[src/rtl/addsub_arbiter.sv]
// Two-requester round-robin arbiter that shares one WIDTH-bit add/subtract datapath (IDLE -> EXEC -> RESP).
// Optional signed-overflow output rsp_ovf is enabled by defining ADDSUB_ARB_OVF_EN.
module addsub_arbiter #(
    parameter int WIDTH = 4
) (
    input  logic             clk,
    input  logic             rst,
    input  logic             req0_valid,
    input  logic [WIDTH-1:0] req0_a,
    input  logic [WIDTH-1:0] req0_b,
    input  logic             req0_op,
    output logic             req0_ready,
    input  logic             req1_valid,
    input  logic [WIDTH-1:0] req1_a,
    input  logic [WIDTH-1:0] req1_b,
    input  logic             req1_op,
    output logic             req1_ready,
    output logic             rsp_valid,
    input  logic             rsp_ready,
    output logic             rsp_id,
    output logic [WIDTH-1:0] rsp_result,
    output logic             rsp_carry
`ifdef ADDSUB_ARB_OVF_EN
    ,
    output logic             rsp_ovf
`endif
);

    typedef enum logic [1:0] {
        IDLE = 2'd0,
        EXEC = 2'd1,
        RESP = 2'd2
    } state_t;

    state_t state_reg, state_next;

    logic [1:0]       valid_vec;
    logic [1:0]       ready_vec;
    logic [1:0]       op_vec;
    logic [WIDTH-1:0] a_vec [2];
    logic [WIDTH-1:0] b_vec [2];

    logic             last_reg;
    logic             grant_id;
    logic             grant_any;
    logic             handshake;

    logic [WIDTH-1:0] a_reg;
    logic [WIDTH-1:0] b_reg;
    logic             op_reg;
    logic             id_reg;

    logic [WIDTH-1:0] b_eff;
    logic [WIDTH:0]   sum;
    logic             ovf;

    assign valid_vec = {req1_valid, req0_valid};
    assign op_vec    = {req1_op, req0_op};
    assign a_vec[0]  = req0_a;
    assign a_vec[1]  = req1_a;
    assign b_vec[0]  = req0_b;
    assign b_vec[1]  = req1_b;

    // Under contention the requester not served last wins; a lone requester always wins.
    assign grant_any = |valid_vec;
    assign grant_id  = (valid_vec == 2'b11) ? ~last_reg : valid_vec[1];
    assign handshake = (state_reg == IDLE) && grant_any;

    generate
        for (genvar gi = 0; gi < 2; gi++) begin : g_ready
            assign ready_vec[gi] = (state_reg == IDLE) && valid_vec[gi] && (grant_id == gi[0]);
        end
    endgenerate

    assign req0_ready = ready_vec[0];
    assign req1_ready = ready_vec[1];

    // Subtract is a + ~b + 1, so carry-out of 1 means no borrow.
    assign b_eff = b_reg ^ {WIDTH{op_reg}};
    assign sum   = {1'b0, a_reg} + {1'b0, b_eff} + {{WIDTH{1'b0}}, op_reg};
    assign ovf   = (a_reg[WIDTH-1] == b_eff[WIDTH-1]) && (sum[WIDTH-1] != a_reg[WIDTH-1]);

    always_comb begin
        state_next = state_reg;
        case (state_reg)
            IDLE:    if (handshake) state_next = EXEC;
            EXEC:    state_next = RESP;
            RESP:    if (rsp_ready) state_next = IDLE;
            default: state_next = IDLE;
        endcase
    end

    assign rsp_valid = (state_reg == RESP);

    always_ff @(posedge clk or posedge rst) begin
        if (rst) begin
            state_reg <= IDLE;
            last_reg  <= 1'b1;
            a_reg     <= '0;
            b_reg     <= '0;
            op_reg    <= 1'b0;
            id_reg    <= 1'b0;
        end else begin
            state_reg <= state_next;
            if (handshake) begin
                a_reg    <= a_vec[grant_id];
                b_reg    <= b_vec[grant_id];
                op_reg   <= op_vec[grant_id];
                id_reg   <= grant_id;
                last_reg <= grant_id;
            end
        end
    end

    // Response registers only change in EXEC, so they stay stable throughout RESP.
    always_ff @(posedge clk or posedge rst) begin
        if (rst) begin
            rsp_result <= '0;
            rsp_carry  <= 1'b0;
            rsp_id     <= 1'b0;
        end else if (state_reg == EXEC) begin
            rsp_result <= sum[WIDTH-1:0];
            rsp_carry  <= sum[WIDTH];
            rsp_id     <= id_reg;
        end
    end

`ifdef ADDSUB_ARB_OVF_EN
    always_ff @(posedge clk or posedge rst) begin
        if (rst) begin
            rsp_ovf <= 1'b0;
        end else if (state_reg == EXEC) begin
            rsp_ovf <= ovf;
        end
    end
`else
    logic unused_ovf;
    assign unused_ovf = ovf;
`endif

endmodule

[config.mk]
export PLATFORM = sky130hd
export DESIGN_NAME = addsub_arbiter
export DESIGN_NICKNAME = d
export VERILOG_FILES = /design/src/rtl/addsub_arbiter.sv
export SDC_FILE = /design/constraint.sdc
export NUM_CORES = 1
export LEC_CHECK = 0
export CORE_MARGIN = 3
export CORE_UTILIZATION = 45
export DETAILED_ROUTE_END_ITERATION = 8
export PLACE_DENSITY = 0.77
export SKIP_LAST_GASP = 1
export SLEW_MARGIN = 20
export SYNTH_ARGS = -nofsm -noshare
export SYNTH_HDL_FRONTEND = slang
export SYNTH_SLANG_ARGS = --single-unit
[constraint.sdc]
create_clock -name clk -period 2.3 [get_ports clk]
set_clock_uncertainty 0.15 [all_clocks]
set_input_delay 0.345 -clock clk [delete_from_list [all_inputs] [get_ports clk]]
set_output_delay 0.345 -clock clk [all_outputs]
set_load 0.05 [all_outputs]
==> results of run 1 <==
## stage by stage
stage | total power, W | cell area [um^2] | hold slack [ns]
5_1_grt | 0.00228 | 1430 | 0.374
3_5_place_dp | 0.00194 | 1400 | 0.313
6_report | 0.00209 | 1430 | 0.304
2_1_floorplan | 0.00160 | 1050 | 0.145
4_1_cts | 0.00211 | 1430 | 0.331
3_3_place_gp | 0.00190 | 1400 | 0.309
## repair_timing
item,4_1_cts,5_1_grt
setup endpoints to repair,0,1
endpoints found under the hold margin,0,0
resized for setup,0,1
## final cells by class
type	count	area share [%]
tap	27	2.36
clock buffer	4	1.83
sequential	19	33.3
timing repair buffer	33	24.3
multi-input combinational	57	37.5
inverter	3	0.786
## metal layers
layer | part of all wire [%] | GRT usage (%)
met1 | 42 | 17.8
met2 | 51 | 27.1
met3 | 6.6 | 4.90
met4 | 0.44 | 4.98
met5 | 0 | 0
## kinds of logic (layout without fill, tap and decap cells)
logic type,Yosys count,count (layout),synth area share (%)
muxes,21,21,25.4
DFF,19,19,45.5
AOI/OAI and AO/OA,14,14,8.83
and+or+nand+nor,13,13,7.28
buffers and inverters,6,40,3.34
xor gates and xnor gates,5,5,4.18
adders and majority gates,4,4,5.49
## final timing paths
check / slack [ns] / to
worst max-delay path: 0.26 / req1_ready
worst min-delay path: 0.30 / a_reg[3]
worst max register to register: 0.41 / rsp_carry
worst min register to register: 0.33 / rsp_result[0]
max in group asynchronous: 1.26 / a_reg[1]
min in group clk: 0.33 / rsp_result[0]
## worst register-to-register path, stage by stage (launching register included)
cell	delay, ns
dfrtp_1	0.40
mux2_2	0.39
fa_1	0.41
a21o_1	0.19
a21oi_1	0.15
o21ai_0	0.09
## report_power, final
group          internal (W)  total (W)  switching, W
clock             0.0000674   0.000158     0.0000909
combinational      0.000614    0.00128      0.000662
sequential         0.000513   0.000655      0.000141
## cell usage in the layout, fill, tap and decap left out, types with 2 or more instances in the layout
| cell type | netlist | routed |
|---|---|---|
| a21o_1 | 3 | 3 |
| a21oi_1 | 2 | 2 |
| buf_12 | 0 | 2 |
| buf_4 | 1 | 2 |
| clkbuf_4 | 0 | 3 |
| clkdlybuf4s50_1 | 0 | 28 |
| dfrtp_1 | 18 | 18 |
| ha_1 | 3 | 3 |
| inv_1 | 3 | 3 |
| mux2_2 | 13 | 13 |
| mux2_4 | 8 | 8 |
| nand2_1 | 4 | 4 |
| nand2b_1 | 2 | 2 |
| o21ai_0 | 5 | 5 |
| xnor2_1 | 2 | 2 |
| xor2_1 | 3 | 3 |
==> results.tsv, run 1 <==
stage	metric	value	unit
run_status	status	complete, no violations	
timing	fmax	0.491	GHz
logic_synthesis	synth_edf_count	0	
global_route	grt_pass1_vias	773	
critical_path	setup.worst_path.class	in -> out	
critical_path	cp_common_cell	buf_12	
global_route	grt_pass1_wl	3.28	mm
drt	routed_via_density	5.13	
logic_synthesis	ys_ff_latch	19	
global_route	grt_overflow	0	
drt	dr.pass1.iters	4	
critical_path	crit_cells	5	
logic_synthesis	async_flop_share	100	%
timing	setup_violations	0	
critical_path	crit_slowest_cell	clkdlybuf4s50_1	
timing	hold_viol	0	
timing	fin_crit_sh	88.5	%
critical_path	r2r-start	b_reg[0]	
timing	worstMarginPinSlew	0.686	ns
critical_path	cp.arrival	1.54	ns
global_route	grt_use_total	15.5	%
logic_synthesis	netlist_top_cells_area	dfrtp_1 (43%), mux2_2 (14%), mux2_4 (11%), ha_1 (3.6%), dfstp_2 (2.5%)	
clock_network	root_buffer	clkbuf_4	
placed_design	place_ws	0.199	ns
timing	setup_tns	0	ns
die	row_count	16	
die	fp.dieArea	2950	um^2
cells_and_area	register_area	477	um^2
hold_path	hold_path.class	in -> async	
critical_path	r2r_cells	5	
drt	wl	1.83	mm
cells_and_area	drive_gt1_share	27.6	%
cells_and_area	utilization	68.8	%
die	fp.dieW	54.3	um
cells_and_area	area_growth	36.6	%
die	die_h	54.3	um
critical_path	crit_family	buffers and inverters	
logic_synthesis	netlist_area	1050	um^2
critical_path	path_cells	clkdlybuf4s50_1, a21boi_2, buf_12, and2_2, buf_12	
placed_design	dpl.hpwl	1.51	mm
clock_network	numCtsBuffers	3	
global_route	grt_max_degree	20	
critical_path	cpPeakStageDelay	0.49	ns
cells_and_area	antenna_cells	0	
clock_network	htree_levels	1	
critical_path	required	1.80	ns
die	core	2080	um^2
power	leakage	0.652	nW
timing	rsz0062_at_grt	false	
timing	min_period	2.04	ns
placed_design	portBuffers	31	
placed_design	placedCellCount	139	
cells_and_area	final_cells	143	
critical_path	startpoint	req1_valid	
logic_synthesis	yosysSeqAreaShare	45.5	%
cells_and_area	multiInputGateArea	537	um^2
logic_synthesis	synthTopCellsByCount	dfrtp_1 (18), mux2_2 (13), mux2_4 (8)	
flow_run	max-cap-violations	0	
die	start_util	50.4	%
logic_synthesis	synthCells	82	
logic_synthesis	synth_top_area_share	43.0	%
clock_network	clk_latency	0.29	ns
cells_and_area	fill_cells	178	
die	io_pins	32	
logic_synthesis	synth_fp_nets	109	
cells_and_area	fin_nets	144	
drt	initialDrtViolationCount	6	
critical_path	crit_path_start_kind	primary input	
drt	drc	0	
placed_design	gp_congestion	0.806	
logic_synthesis	synth_ff_type	dfrtp_1	
logic_synthesis	synth_top_area_cell	dfrtp_1	
logic_synthesis	synth.most_common_cell	dfrtp_1	
clock_network	cts_tree	built	
power	pwr_density_cell	1460	nW/um^2
logic_synthesis	syn-mean-instance-area	12.8	um^2
drt	wl_per_cell	12.8	um
clock_network	hold_buffers	0	
timing	slew_headroom	54.2	%
critical_path	endpoint_kind	output pin	
clock_network	cts_setup_buffers	0	
drt	ant_nets	0	
clock_network	cts_sinks	19	
timing	fin_ws	0.265	ns
timing	slew_violations	0	
logic_synthesis	ys_types	28	
critical_path	cp_max_fo	11	
critical_path	crit_buf_inv	3	
drt	via_count	734	
power	ir_worst_vdd	0.000910	V
global_route	antenna_found_initial	0	
logic_synthesis	yosysWarnings	0	
clock_network	path_clk_slew	0.10	ns
clock_network	clock_path_buffers	2	
No activity file was read; power rests on OpenSTA's default activity.
==> run 2, diff against run 1 <==
--- a/config.mk
+++ b/config.mk
@@ -9,6 +9,7 @@
 export CORE_UTILIZATION = 45
 export DETAILED_ROUTE_END_ITERATION = 8
 export PLACE_DENSITY = 0.77
+export SKIP_CTS_REPAIR_TIMING = 1
 export SKIP_LAST_GASP = 1
 export SLEW_MARGIN = 20
 export SYNTH_ARGS = -nofsm -noshare
==> results of run 2 <==
Final layout, timing and power as in run 1 (identical DEF).
==> run 3, diff against run 2 <==
--- a/config.mk
+++ b/config.mk
@@ -8,6 +8,7 @@
 export CORE_MARGIN = 3
 export CORE_UTILIZATION = 45
 export DETAILED_ROUTE_END_ITERATION = 8
+export GPL_ROUTABILITY_DRIVEN = 0
 export PLACE_DENSITY = 0.77
 export SKIP_CTS_REPAIR_TIMING = 1
 export SKIP_LAST_GASP = 1
==> results of run 3 <==
Final layout, timing and power as in run 1 (identical DEF).
